--- config.mk ---
export PLATFORM = sky130hd
export DESIGN_NAME = amo_manager_flat
export DESIGN_NICKNAME = d
export VERILOG_FILES = /design/src/rtl/amo_manager_pkg.sv /design/src/rtl/amo_if.sv /design/src/rtl/amo_manager_alu.sv /design/src/rtl/amo_manager.sv /design/src/flat_wrapper.sv
export SDC_FILE = /design/constraint.sdc
export NUM_CORES = 1
export LEC_CHECK = 0
export CAP_MARGIN = 0
export CORE_ASPECT_RATIO = 1.5
export CORE_MARGIN = 1
export CORE_UTILIZATION = 48
export CTS_CLUSTER_SIZE = 24
export DETAILED_ROUTE_END_ITERATION = 7
export PLACE_DENSITY_LB_ADDON = 0.08
export SYNTH_ARGS = -nofsm -noshare
export SYNTH_HDL_FRONTEND = slang
export SYNTH_SLANG_ARGS = --single-unit
--- constraint.sdc ---
create_clock -name clk -period 9.3 [get_ports clk]
set_clock_uncertainty 0.05 [all_clocks]
set_input_delay 1.86 -clock clk [delete_from_list [all_inputs] [get_ports clk]]
set_output_delay 1.86 -clock clk [all_outputs]
set_load 0.05 [all_outputs]
--- src/rtl/amo_manager_pkg.sv ---
// Shared AMO types for the load/store path: amo_t function codes,
// reservation FSM states and the core-level reservation timeout default.
package amo_manager_pkg;

  localparam int RESERVATION_TIMEOUT_DEFAULT = 64;

  // RISC-V funct5 encodings of the A extension
  typedef enum logic [4:0] {
    AMO_ADD_FN5  = 5'b00000,
    AMO_SWAP_FN5 = 5'b00001,
    AMO_LR_FN5   = 5'b00010,
    AMO_SC_FN5   = 5'b00011,
    AMO_XOR_FN5  = 5'b00100,
    AMO_OR_FN5   = 5'b01000,
    AMO_AND_FN5  = 5'b01100,
    AMO_MIN_FN5  = 5'b10000,
    AMO_MAX_FN5  = 5'b10100,
    AMO_MINU_FN5 = 5'b11000,
    AMO_MAXU_FN5 = 5'b11100
  } amo_t;

  typedef enum logic {
    RES_IDLE     = 1'b0,
    RES_RESERVED = 1'b1
  } res_state_t;

  function automatic logic [29:0] word_addr(input logic [31:0] byte_addr);
    return byte_addr[31:2];
  endfunction

endpackage

--- src/rtl/amo_if.sv ---
// Bundle between AMO-capable sub-units (master) and the amo_manager (slave).
interface amo_if #(
  parameter int NUM_PORTS = 2
);

  // There is no backpressure: every per-port qualifier (set_reservation,
  // clear_reservation, rmw_valid) is a single-cycle strobe that the manager
  // always accepts, and reservation_valid/rd answer combinationally in that
  // same cycle.
  logic [NUM_PORTS-1:0]       set_reservation;
  logic [NUM_PORTS-1:0]       clear_reservation;
  logic [NUM_PORTS-1:0][31:0] reservation;
  logic [NUM_PORTS-1:0]       reservation_valid;
  logic [NUM_PORTS-1:0]       rmw_valid;
  logic [NUM_PORTS-1:0][4:0]  op;
  logic [NUM_PORTS-1:0][31:0] rs1;
  logic [NUM_PORTS-1:0][31:0] rs2;
  logic [31:0]                rd;

  modport master (
    output set_reservation, clear_reservation, reservation,
    output rmw_valid, op, rs1, rs2,
    input  reservation_valid, rd
  );

  modport slave (
    input  set_reservation, clear_reservation, reservation,
    input  rmw_valid, op, rs1, rs2,
    output reservation_valid, rd
  );

endinterface

--- src/rtl/amo_manager_alu.sv ---
// Combinational AMO read-modify-write ALU; usable by any AMO source.
module amo_manager_alu
  import amo_manager_pkg::*;
(
  input  logic [4:0]  op,
  input  logic [31:0] rs1,
  input  logic [31:0] rs2,
  output logic [31:0] rd
);

  always_comb begin
    rd = rs1;
    case (op)
      AMO_ADD_FN5:  rd = rs1 + rs2;
      AMO_SWAP_FN5: rd = rs2;
      AMO_XOR_FN5:  rd = rs1 ^ rs2;
      AMO_OR_FN5:   rd = rs1 | rs2;
      AMO_AND_FN5:  rd = rs1 & rs2;
      AMO_MIN_FN5:  rd = ($signed(rs1) < $signed(rs2)) ? rs1 : rs2;
      AMO_MAX_FN5:  rd = ($signed(rs1) < $signed(rs2)) ? rs2 : rs1;
      AMO_MINU_FN5: rd = (rs1 < rs2) ? rs1 : rs2;
      AMO_MAXU_FN5: rd = (rs1 < rs2) ? rs2 : rs1;
      // LR, SC and unused codes write the memory value back unchanged
      default:      rd = rs1;
    endcase
  end

endmodule

--- src/rtl/amo_manager.sv ---
// Hart-wide LR/SC reservation tracker and shared AMO RMW ALU for all
// AMO-capable memory sub-units.
module amo_manager
  import amo_manager_pkg::*;
#(
  parameter int NUM_PORTS           = 2,
  parameter int RESERVATION_TIMEOUT = RESERVATION_TIMEOUT_DEFAULT
) (
  input  logic        clk,
  input  logic        rst,
  amo_if.slave        amo,
  input  logic        snoop_valid,
  input  logic [29:0] snoop_addr,
  output logic        rmw_conflict,
  output res_state_t  state_dbg
);

  localparam int TW = (RESERVATION_TIMEOUT > 0) ? $clog2(RESERVATION_TIMEOUT + 1) : 1;
  localparam logic [TW-1:0] TIMER_LAST =
    (RESERVATION_TIMEOUT > 0) ? TW'(RESERVATION_TIMEOUT - 1) : '0;

  res_state_t  state;
  logic [29:0] res_addr;
  logic [TW-1:0] res_timer;
  logic        res_valid;

  logic        any_set;
  logic        any_clear;
  logic [29:0] set_addr;
  logic        snoop_hit;
  logic        timeout_hit;

  assign res_valid   = (state == RES_RESERVED);
  assign any_set     = |amo.set_reservation;
  assign any_clear   = |amo.clear_reservation;
  assign snoop_hit   = snoop_valid && res_valid && (snoop_addr == res_addr);
  assign timeout_hit = (RESERVATION_TIMEOUT != 0) && (res_timer == TIMER_LAST);
  assign state_dbg   = state;

  // Lowest-indexed setting port wins: scan downward so port 0 is applied last
  always_comb begin
    set_addr = '0;
    for (int i = NUM_PORTS - 1; i >= 0; i--) begin
      if (amo.set_reservation[i]) set_addr = word_addr(amo.reservation[i]);
    end
  end

  // Answered from the pre-edge state so an SC checks before its own clear lands
  always_comb begin
    amo.reservation_valid = '0;
    for (int i = 0; i < NUM_PORTS; i++) begin
      amo.reservation_valid[i] = res_valid && (word_addr(amo.reservation[i]) == res_addr);
    end
  end

  always_ff @(posedge clk or negedge rst) begin
    if (!rst) begin
      state     <= RES_IDLE;
      res_addr  <= '0;
      res_timer <= '0;
    end else if (any_set) begin
      // An LR raises both set and clear; set takes priority over every clear source
      state     <= RES_RESERVED;
      res_addr  <= set_addr;
      res_timer <= '0;
    end else begin
      case (state)
        RES_IDLE: begin
          res_timer <= '0;
        end
        RES_RESERVED: begin
          if (any_clear || snoop_hit || timeout_hit) begin
            state     <= RES_IDLE;
            res_timer <= '0;
          end else if (RESERVATION_TIMEOUT != 0) begin
            res_timer <= res_timer + 1'b1;
          end
        end
        default: begin
          state     <= RES_IDLE;
          res_timer <= '0;
        end
      endcase
    end
  end

  always_ff @(posedge clk or negedge rst) begin
    if (!rst) begin
      rmw_conflict <= 1'b0;
    end else if ($countones(amo.rmw_valid) > 1) begin
      rmw_conflict <= 1'b1;
    end
  end

  logic [4:0]  alu_op;
  logic [31:0] alu_rs1;
  logic [31:0] alu_rs2;

  // Port 0 drives the ALU by default so rd is defined when no port is active
  always_comb begin
    alu_op  = amo.op[0];
    alu_rs1 = amo.rs1[0];
    alu_rs2 = amo.rs2[0];
    for (int i = NUM_PORTS - 1; i >= 0; i--) begin
      if (amo.rmw_valid[i]) begin
        alu_op  = amo.op[i];
        alu_rs1 = amo.rs1[i];
        alu_rs2 = amo.rs2[i];
      end
    end
  end

  amo_manager_alu u_alu (
    .op  (alu_op),
    .rs1 (alu_rs1),
    .rs2 (alu_rs2),
    .rd  (amo.rd)
  );

endmodule

--- src/flat_wrapper.sv ---
// flat-port wrapper written by rule: the top's interface ports become plain ports
module amo_manager_flat import amo_manager_pkg::*;
#(
  parameter int NUM_PORTS           = 2,
  parameter int RESERVATION_TIMEOUT = RESERVATION_TIMEOUT_DEFAULT
)
  (clk, rst, snoop_valid, snoop_addr, rmw_conflict, state_dbg, amo_set_reservation, amo_clear_reservation, amo_reservation, amo_rmw_valid, amo_op, amo_rs1, amo_rs2, amo_reservation_valid, amo_rd);
  amo_if #(.NUM_PORTS(NUM_PORTS)) amo_i ();
  input  logic clk;
  input  logic rst;
  input  logic snoop_valid;
  input  logic [29:0] snoop_addr;
  output logic rmw_conflict;
  output res_state_t state_dbg;
  input wire logic [$bits(amo_i.set_reservation)-1:0] amo_set_reservation;
  input wire logic [$bits(amo_i.clear_reservation)-1:0] amo_clear_reservation;
  input wire logic [$bits(amo_i.reservation)-1:0] amo_reservation;
  input wire logic [$bits(amo_i.rmw_valid)-1:0] amo_rmw_valid;
  input wire logic [$bits(amo_i.op)-1:0] amo_op;
  input wire logic [$bits(amo_i.rs1)-1:0] amo_rs1;
  input wire logic [$bits(amo_i.rs2)-1:0] amo_rs2;
  output wire logic [$bits(amo_i.reservation_valid)-1:0] amo_reservation_valid;
  output wire logic [$bits(amo_i.rd)-1:0] amo_rd;
  assign amo_i.set_reservation = amo_set_reservation;
  assign amo_i.clear_reservation = amo_clear_reservation;
  assign amo_i.reservation = amo_reservation;
  assign amo_i.rmw_valid = amo_rmw_valid;
  assign amo_i.op = amo_op;
  assign amo_i.rs1 = amo_rs1;
  assign amo_i.rs2 = amo_rs2;
  assign amo_reservation_valid = amo_i.reservation_valid;
  assign amo_rd = amo_i.rd;
  amo_manager #(.NUM_PORTS(NUM_PORTS), .RESERVATION_TIMEOUT(RESERVATION_TIMEOUT)) u_core (.clk(clk), .rst(rst), .amo(amo_i), .snoop_valid(snoop_valid), .snoop_addr(snoop_addr), .rmw_conflict(rmw_conflict), .state_dbg(state_dbg));
endmodule
==> impl_metrics.csv, run 1 <==
group,metric,value,unit
synth,syn_area_per_cell,7.47,um^2
cts,clk_path_buf_depth,2,
pwr,ir_drop,124,uV
floorplan,die_h,163,um
route,drc_errors,0,
cts,cts_hold_buf,0,
timing,relSlewSlack,0.352,
route,antenna_left,0,
route,firstDrtPassIters,7,
timing,setup_viol,0,
cts,numClockSinks,39,
timing,setup_tns,0,ns
floorplan,rows,58,
cells_and_area,layout-drive-gt1-share,0.0688,
placement,hpwl,23.3,mm
worst_hold_path,hold_class,"register to register",
worst_setup_path,startpoint,"amo_rmw_valid[0]",
timing,timing.fmax,111,MHz
synth,synth_top_area_frac,0.146,
synth,yosysWarnings,0,
route,first_iter_violations,478,
worst_setup_path,cp_cell_sequence,"clkdlybuf4s50_1 -> and2b_4 -> mux2i_1 -> ha_1 -> nor4_2 -> nand4_1 -> nor4b_2 -> o211ai_1 -> a31o_2 -> a2bb2oi_2 -> or2_2 -> nand2_1 -> a221o_1 -> buf_12",
global_route,grt_max_degree,62,
job,max_cap_viol_count,0,
worst_setup_path,crit_family,"simple AND/OR/NAND/NOR gates",
timing,rsz0062_at_grt,"false",
route,wire_per_inst,18.7,um
timing,post-route-period-util,0.971,
floorplan,die-area,17900,um^2
worst_setup_path,worstSetupEndpointType,"output pin",
worst_setup_path,criticalPathCategory,"input port to output pin",
placement,dp_cells,1554,
pwr,powerDensity,101,nW/um^2
synth,synth_area_leaders,"ha_1 15%, dfrtp_1 12%, mux2i_1 10%",
timing,worst_slack,0.274,ns
worst_setup_path,critPathMaxFanout,31,
route,vias_per_cell,5.94,
synth,ys_seq_area_frac,0.117,
route,num_vias,9275,
cts,ctsRootBufferMaster,"clkbuf_16",
placement,portBuffers,272,
timing,tightestPinTransition,0.971,ns
worst_hold_path,min_from,"u_core.rmw_conflict$_DFFE_PN0N_",
worst_setup_path,critPathArrivalTime,7.12,ns
synth,yosys.area.top_type,"ha_1",
global_route,overflow,0,
worst_setup_path,crit_slowest_cell,"and2b_4",
global_route,grt_pass1_vias,9157,
global_route,track_usage,0.324,
pwr,power.leakage,0.00493,uW
worst_setup_path,path_buf_inv,2,
timing,finalHoldViolCount,0,
cells_and_area,instances_no_fill,1562,
floorplan,core,16800,um^2
worst_setup_path,worstPathRequired,7.39,ns
timing,period_needed,9.03,ns
cells_and_area,final_common_cell,"clkdlybuf4s50_1",
synth,synth_nets,1454,
cells_and_area,syn2layout_area_growth,39.3,%
synth,synth-edff-count,0,
worst_setup_path,max_stage_delay,0.68,ns
cells_and_area,finish.net_count,1690,
synth,netlist_instances,1115,
cts,cts_buffers,5,
route,finalWirelength,29.2,mm
cells_and_area,mostFrequentLayoutCells,"238 x clkdlybuf4s50_1, 119 x nand2_1, 97 x ha_1",
cts,post_cts_buffers,0,
status,status,"complete, no violations",
cts,ctsResizeCount,0,
placement,gp_congestion,0.955,
worst_setup_path,rr_startpoint,"u_core.res_addr[13]$_DFFE_PN0N_",
global_route,antenna_found_initial,0,
floorplan,initial_core_util,0.495,
placement,pre_cts_ws,0.390,ns
synth,synth.distinct_cells,77,
global_route,grt_pass1_wl,44.8,mm
synth,synthArstFlopShare,1.00,
synth,synthFlopType,"dfrtp_1",
floorplan,dieWidth,110,um
synth,synth_seq_cells,39,
floorplan,io_pins,277,
worst_setup_path,start_kind,"input port",
cts,cts_tree,"yes",
cells_and_area,diodes,0,
synth,syn_area,8330,um^2
timing,finalMaxSlewViolations,0,
cts,cts-htree-levels,2,
cts,clock_latency,0.29,ns
cts,clk_pin_slew,0.06,ns
[report_power, final]
group	switching (uW)	internal, uW	leakage, uW
logic	438	362	0.00438
registers	20.5	182	0.000478
clock network	70.9	99.2	0.0000679
[layer usage]
layer / GRT usage / part of all wire / vias to the layer above
met4: 0.194 / 0.058 / 0
met3: 0.0471 / 0.072 / 106
li1: - / - / 4493
met5: 0 / 0 / -
met2: 0.618 / 0.52 / 406
met1: 0.322 / 0.35 / 4270
[cell families (layout without fill, tap and decap cells)]
| logic type | after synthesis | count (layout) | synth area share |
|---|---|---|---|
| fa+ha+maj | 98 | 98 | 0.148 |
| simple gates | 302 | 302 | 0.174 |
| buf+inv | 153 | 390 | 0.0739 |
| flops | 39 | 39 | 0.117 |
| mux | 85 | 85 | 0.102 |
| compound gates | 321 | 321 | 0.261 |
| xor+xnor | 117 | 117 | 0.123 |
[layout make-up]
class / instances / area, um^2
clock inverters: 1 / 5.00
clock buffers: 7 / 133
fillers: 1450 / 5240
multi-input cells: 923 / 6760
repair buffers: 297 / 3150
inverters: 85 / 319
flip-flops and latches: 39 / 976
well taps: 210 / 263
[path summary, 6_finish.rpt]
kind                                              endpoint  slack [ns]  cells after the start
max reg2reg                  u_core.res_timer[5]$_DFF_PN0_        6.83                      8
min in group asynchronous    u_core.res_timer[6]$_DFF_PN0_        1.65                      1
min reg2reg                u_core.rmw_conflict$_DFFE_PN0N_        0.41                      1
max                                             amo_rd[18]        0.27                     14
min                        u_core.rmw_conflict$_DFFE_PN0N_        0.41                      1
max in group asynchronous  u_core.res_addr[25]$_DFFE_PN0N_        6.96                      1
[registers in the layout, summed over array words and instances, names as in the netlist]
signal,cells
u_core.res_addr,30
u_core.state_dbg,1
u_core.res_timer,7
u_core.rmw_conflict,1
[through the flow]
step	total power (uW)	util	hold slack [ns]	area (um^2)
floorplan	677	-	0.383	8330
detailed placement	999	0.681	0.396	11500
CTS	1170	0.689	0.414	11600
global placement	988	0.681	0.395	11500
finish	1170	0.689	0.412	11600
global route	1240	0.689	0.423	11600
[Yosys cell counts, types with 14 or more instances]
cell,count
nand2_1,119
a211oi_1,19
clkbuf_1,33
xor2_1,27
nand3_1,17
xnor2_1,90
o221ai_1,19
inv_1,85
o22ai_1,21
mux2i_1,84
o21ai_0,62
dfrtp_1,39
nand4_1,25
nor2_1,65
buf_2,21
a21oi_1,80
a21o_1,14
ha_1,97
Note: power is estimated with default switching activity, not from simulation.
==> inputs of run 2 (changes only) <==
--- a/config.mk
+++ b/config.mk
@@ -8,10 +8,12 @@
 export CAP_MARGIN = 0
 export CORE_ASPECT_RATIO = 1.5
 export CORE_MARGIN = 1
-export CORE_UTILIZATION = 48
+export CORE_UTILIZATION = 56
 export CTS_CLUSTER_SIZE = 24
 export DETAILED_ROUTE_END_ITERATION = 7
+export DONT_BUFFER_PORTS = 1
 export PLACE_DENSITY_LB_ADDON = 0.08
+export SLEW_MARGIN = 0
 export SYNTH_ARGS = -nofsm -noshare
 export SYNTH_HDL_FRONTEND = slang
 export SYNTH_SLANG_ARGS = --single-unit
==> run 2 against run 1 <==
Compared with the run above:
- critical path depth decreased by 1
- core utilization decreased by 8.4 points
- cell area decreased by 24%
- global-route usage increased by 1.8 points
- hold slack got worse by 0.0044 ns
- sequential cell count unchanged
- sequential share of layout area increased by 2.7 points
- total power decreased by 15%
- combinational power decreased by 24%
- routed wire length decreased by 7.8%
- critical endpoint is now amo_rd[19]
- largest power group unchanged
==> impl_metrics.csv, run 2 (same netlist as run 1, synthesis figures left out) <==
group,metric,value,unit
worst_hold_path,min_from,"u_core.res_timer[0]$_DFF_PN0_",
pwr,ir_drop,155,uV
placement,place_area,8630,um^2
worst_setup_path,startpoint,"amo_rmw_valid[0]",
global_route,antenna_found_initial,1,
cells_and_area,mostFrequentLayoutCells,"119 x nand2_1, 97 x ha_1, 90 x xnor2_1",
global_route,grt_max_degree,62,
pwr,seqPwrFrac,0.204,
floorplan,rows,54,
route,num_vias,8215,
job,max_cap_viol_count,0,
cells_and_area,nFillCells,1435,
worst_setup_path,cp_cell_sequence,"and2b_4 -> mux2i_1 -> ha_1 -> nor4_2 -> nand4_1 -> nor4b_2 -> o211ai_1 -> a31o_2 -> a2bb2oi_2 -> nor2_2 -> nor2_1 -> o221ai_1 -> buf_4",
cts,cts-htree-levels,2,
cells_and_area,top_regs,"u_core.res_addr (30), u_core.res_timer (7)",
timing,finalHoldViolCount,0,
route,wire_per_inst,20.9,um
worst_setup_path,critPathArrivalTime,7.08,ns
pwr,total_power,1000,uW
cells_and_area,finish.net_count,1432,
worst_setup_path,rr_startpoint,"u_core.state_dbg$_DFF_PN0_",
pwr,switchingPower,481,uW
timing,relSlewSlack,0.196,
cts,clk_path_buf_depth,2,
timing,rsz0062_at_grt,"false",
placement,hpwl,21.1,mm
pwr,powerDensity,114,nW/um^2
placement,gp_congestion,0.997,
placement,dp_cells,1282,
status,status,"complete, no violations",
pwr,p_int,520,uW
pwr,p_sw_frac,0.480,
floorplan,core,14500,um^2
pwr,combPwrFrac,0.610,
cells_and_area,instances_no_fill,1291,
cts,cts_tree,"yes",
worst_setup_path,max_stage_delay,0.92,ns
worst_setup_path,path_buf_inv,1,
timing,timing.fmax,111,MHz
worst_hold_path,hold_class,"register to register",
cells_and_area,final_common_cell,"nand2_1",
pwr,clockPowerShare,0.186,
cts,numClockSinks,39,
cells_and_area,largest_register,"u_core.res_addr",
timing,period_needed,8.99,ns
route,firstDrtPassIters,5,
cts,ctsRootBufferMaster,"clkbuf_16",
worst_setup_path,crit_slowest_cell,"nor2_1",
cts,clock_latency,0.29,ns
global_route,grt_pass1_vias,7866,
route,antenna_left,0,
cts,clk_pin_slew,0.07,ns
floorplan,die_h,151,um
worst_setup_path,crit_family,"simple AND/OR/NAND/NOR gates",
global_route,grt_pass1_wl,40.2,mm
cts,ctsResizeCount,0,
floorplan,io_pins,277,
worst_setup_path,start_kind,"input port",
cells_and_area,syn2layout_area_growth,5.51,%
timing,holdWs,0.407,ns
cells_and_area,finish.instance_area,8790,um^2
pwr,power.leakage,0.00380,uW
timing,finalMaxSlewViolations,0,
cts,cts_hold_buf,0,
route,first_iter_violations,395,
timing,post-route-period-util,0.967,
floorplan,die-area,15400,um^2
cts,cts_buffers,5,
worst_setup_path,worstSetupEndpointType,"output pin",
timing,setup_tns,0,ns
worst_setup_path,criticalPathCategory,"input port to output pin",
placement,portBuffers,0,
floorplan,initial_core_util,0.573,
cells_and_area,largest_reg_flops,30,
global_route,overflow,0,
timing,tightestPinTransition,1.20,ns
global_route,track_usage,0.343,
route,finalWirelength,26.9,mm
route,drc_errors,0,
worst_setup_path,critPathMaxFanout,37,
floorplan,dieWidth,102,um
cts,post_cts_buffers,0,
worst_setup_path,worstPathRequired,7.39,ns
timing,setup_viol,0,
route,vias_per_cell,6.36,
cells_and_area,layout-drive-gt1-share,0.0713,
==> run 2: cell count changes in the layout (fill, tap and decap cells not counted), moves of 2 or more <==
cell             previous run  this run
clkbuf_8                    0         2
nor4_1                     11         9
nor4_2                      2         4
a21boi_0                    4         2
buf_12                     26         1
clkdlybuf4s50_1           238         0
a21boi_1                    2         4
buf_4                      31        37
buf_2                       2         0
==> run 2: final cells by class <==
type                    count  area [um^2]  share of cell area
well taps                 196          245              0.0279
multi-input cells         923         6780               0.771
flip-flops and latches     39          976               0.111
inverters                  85          319              0.0363
clock buffers               8          156              0.0178
repair buffers             39          309              0.0352
diodes                      1         2.50            0.000285
==> run 2: final timing paths <==
check,to,slack [ns],cells past startpoint
max in group asynchronous,u_core.res_addr[25]$_DFFE_PN0N_,7.88,0
max,amo_rd[19],0.31,13
min in group asynchronous,u_core.res_addr[15]$_DFFE_PN0N_,1.21,0
min reg2reg,u_core.res_timer[0]$_DFF_PN0_,0.41,1
max reg2reg,u_core.res_timer[4]$_DFF_PN0_,6.70,8
min,u_core.res_timer[0]$_DFF_PN0_,0.41,1
==> run 2: stage by stage <==
step / utilization / setup slack [ns]
floorplan: - / 0.567
global placement: 0.594 / 0.438
detailed placement: 0.594 / 0.360
CTS: 0.605 / 0.363
global route: 0.605 / 0.142
finish: 0.605 / 0.308
==> run 2: power groups by stage <==
stage	logic [uW]	clock network (uW)	registers, uW
after floorplan	475	0	202
after global placement	599	0	206
after detailed placement	604	0	206
after CTS	606	187	203
after global routing	659	191	205
final	610	187	204
==> run 2: per-layer routing <==
metal  vias to the layer above  global-route usage  wire length (um)
li1                       3956                   -                 -
met1                      3827               0.350              9570
met2                       358               0.659             14200
met3                        74              0.0448              1730
met4                         0               0.183              1440
met5                         -                   0                 0
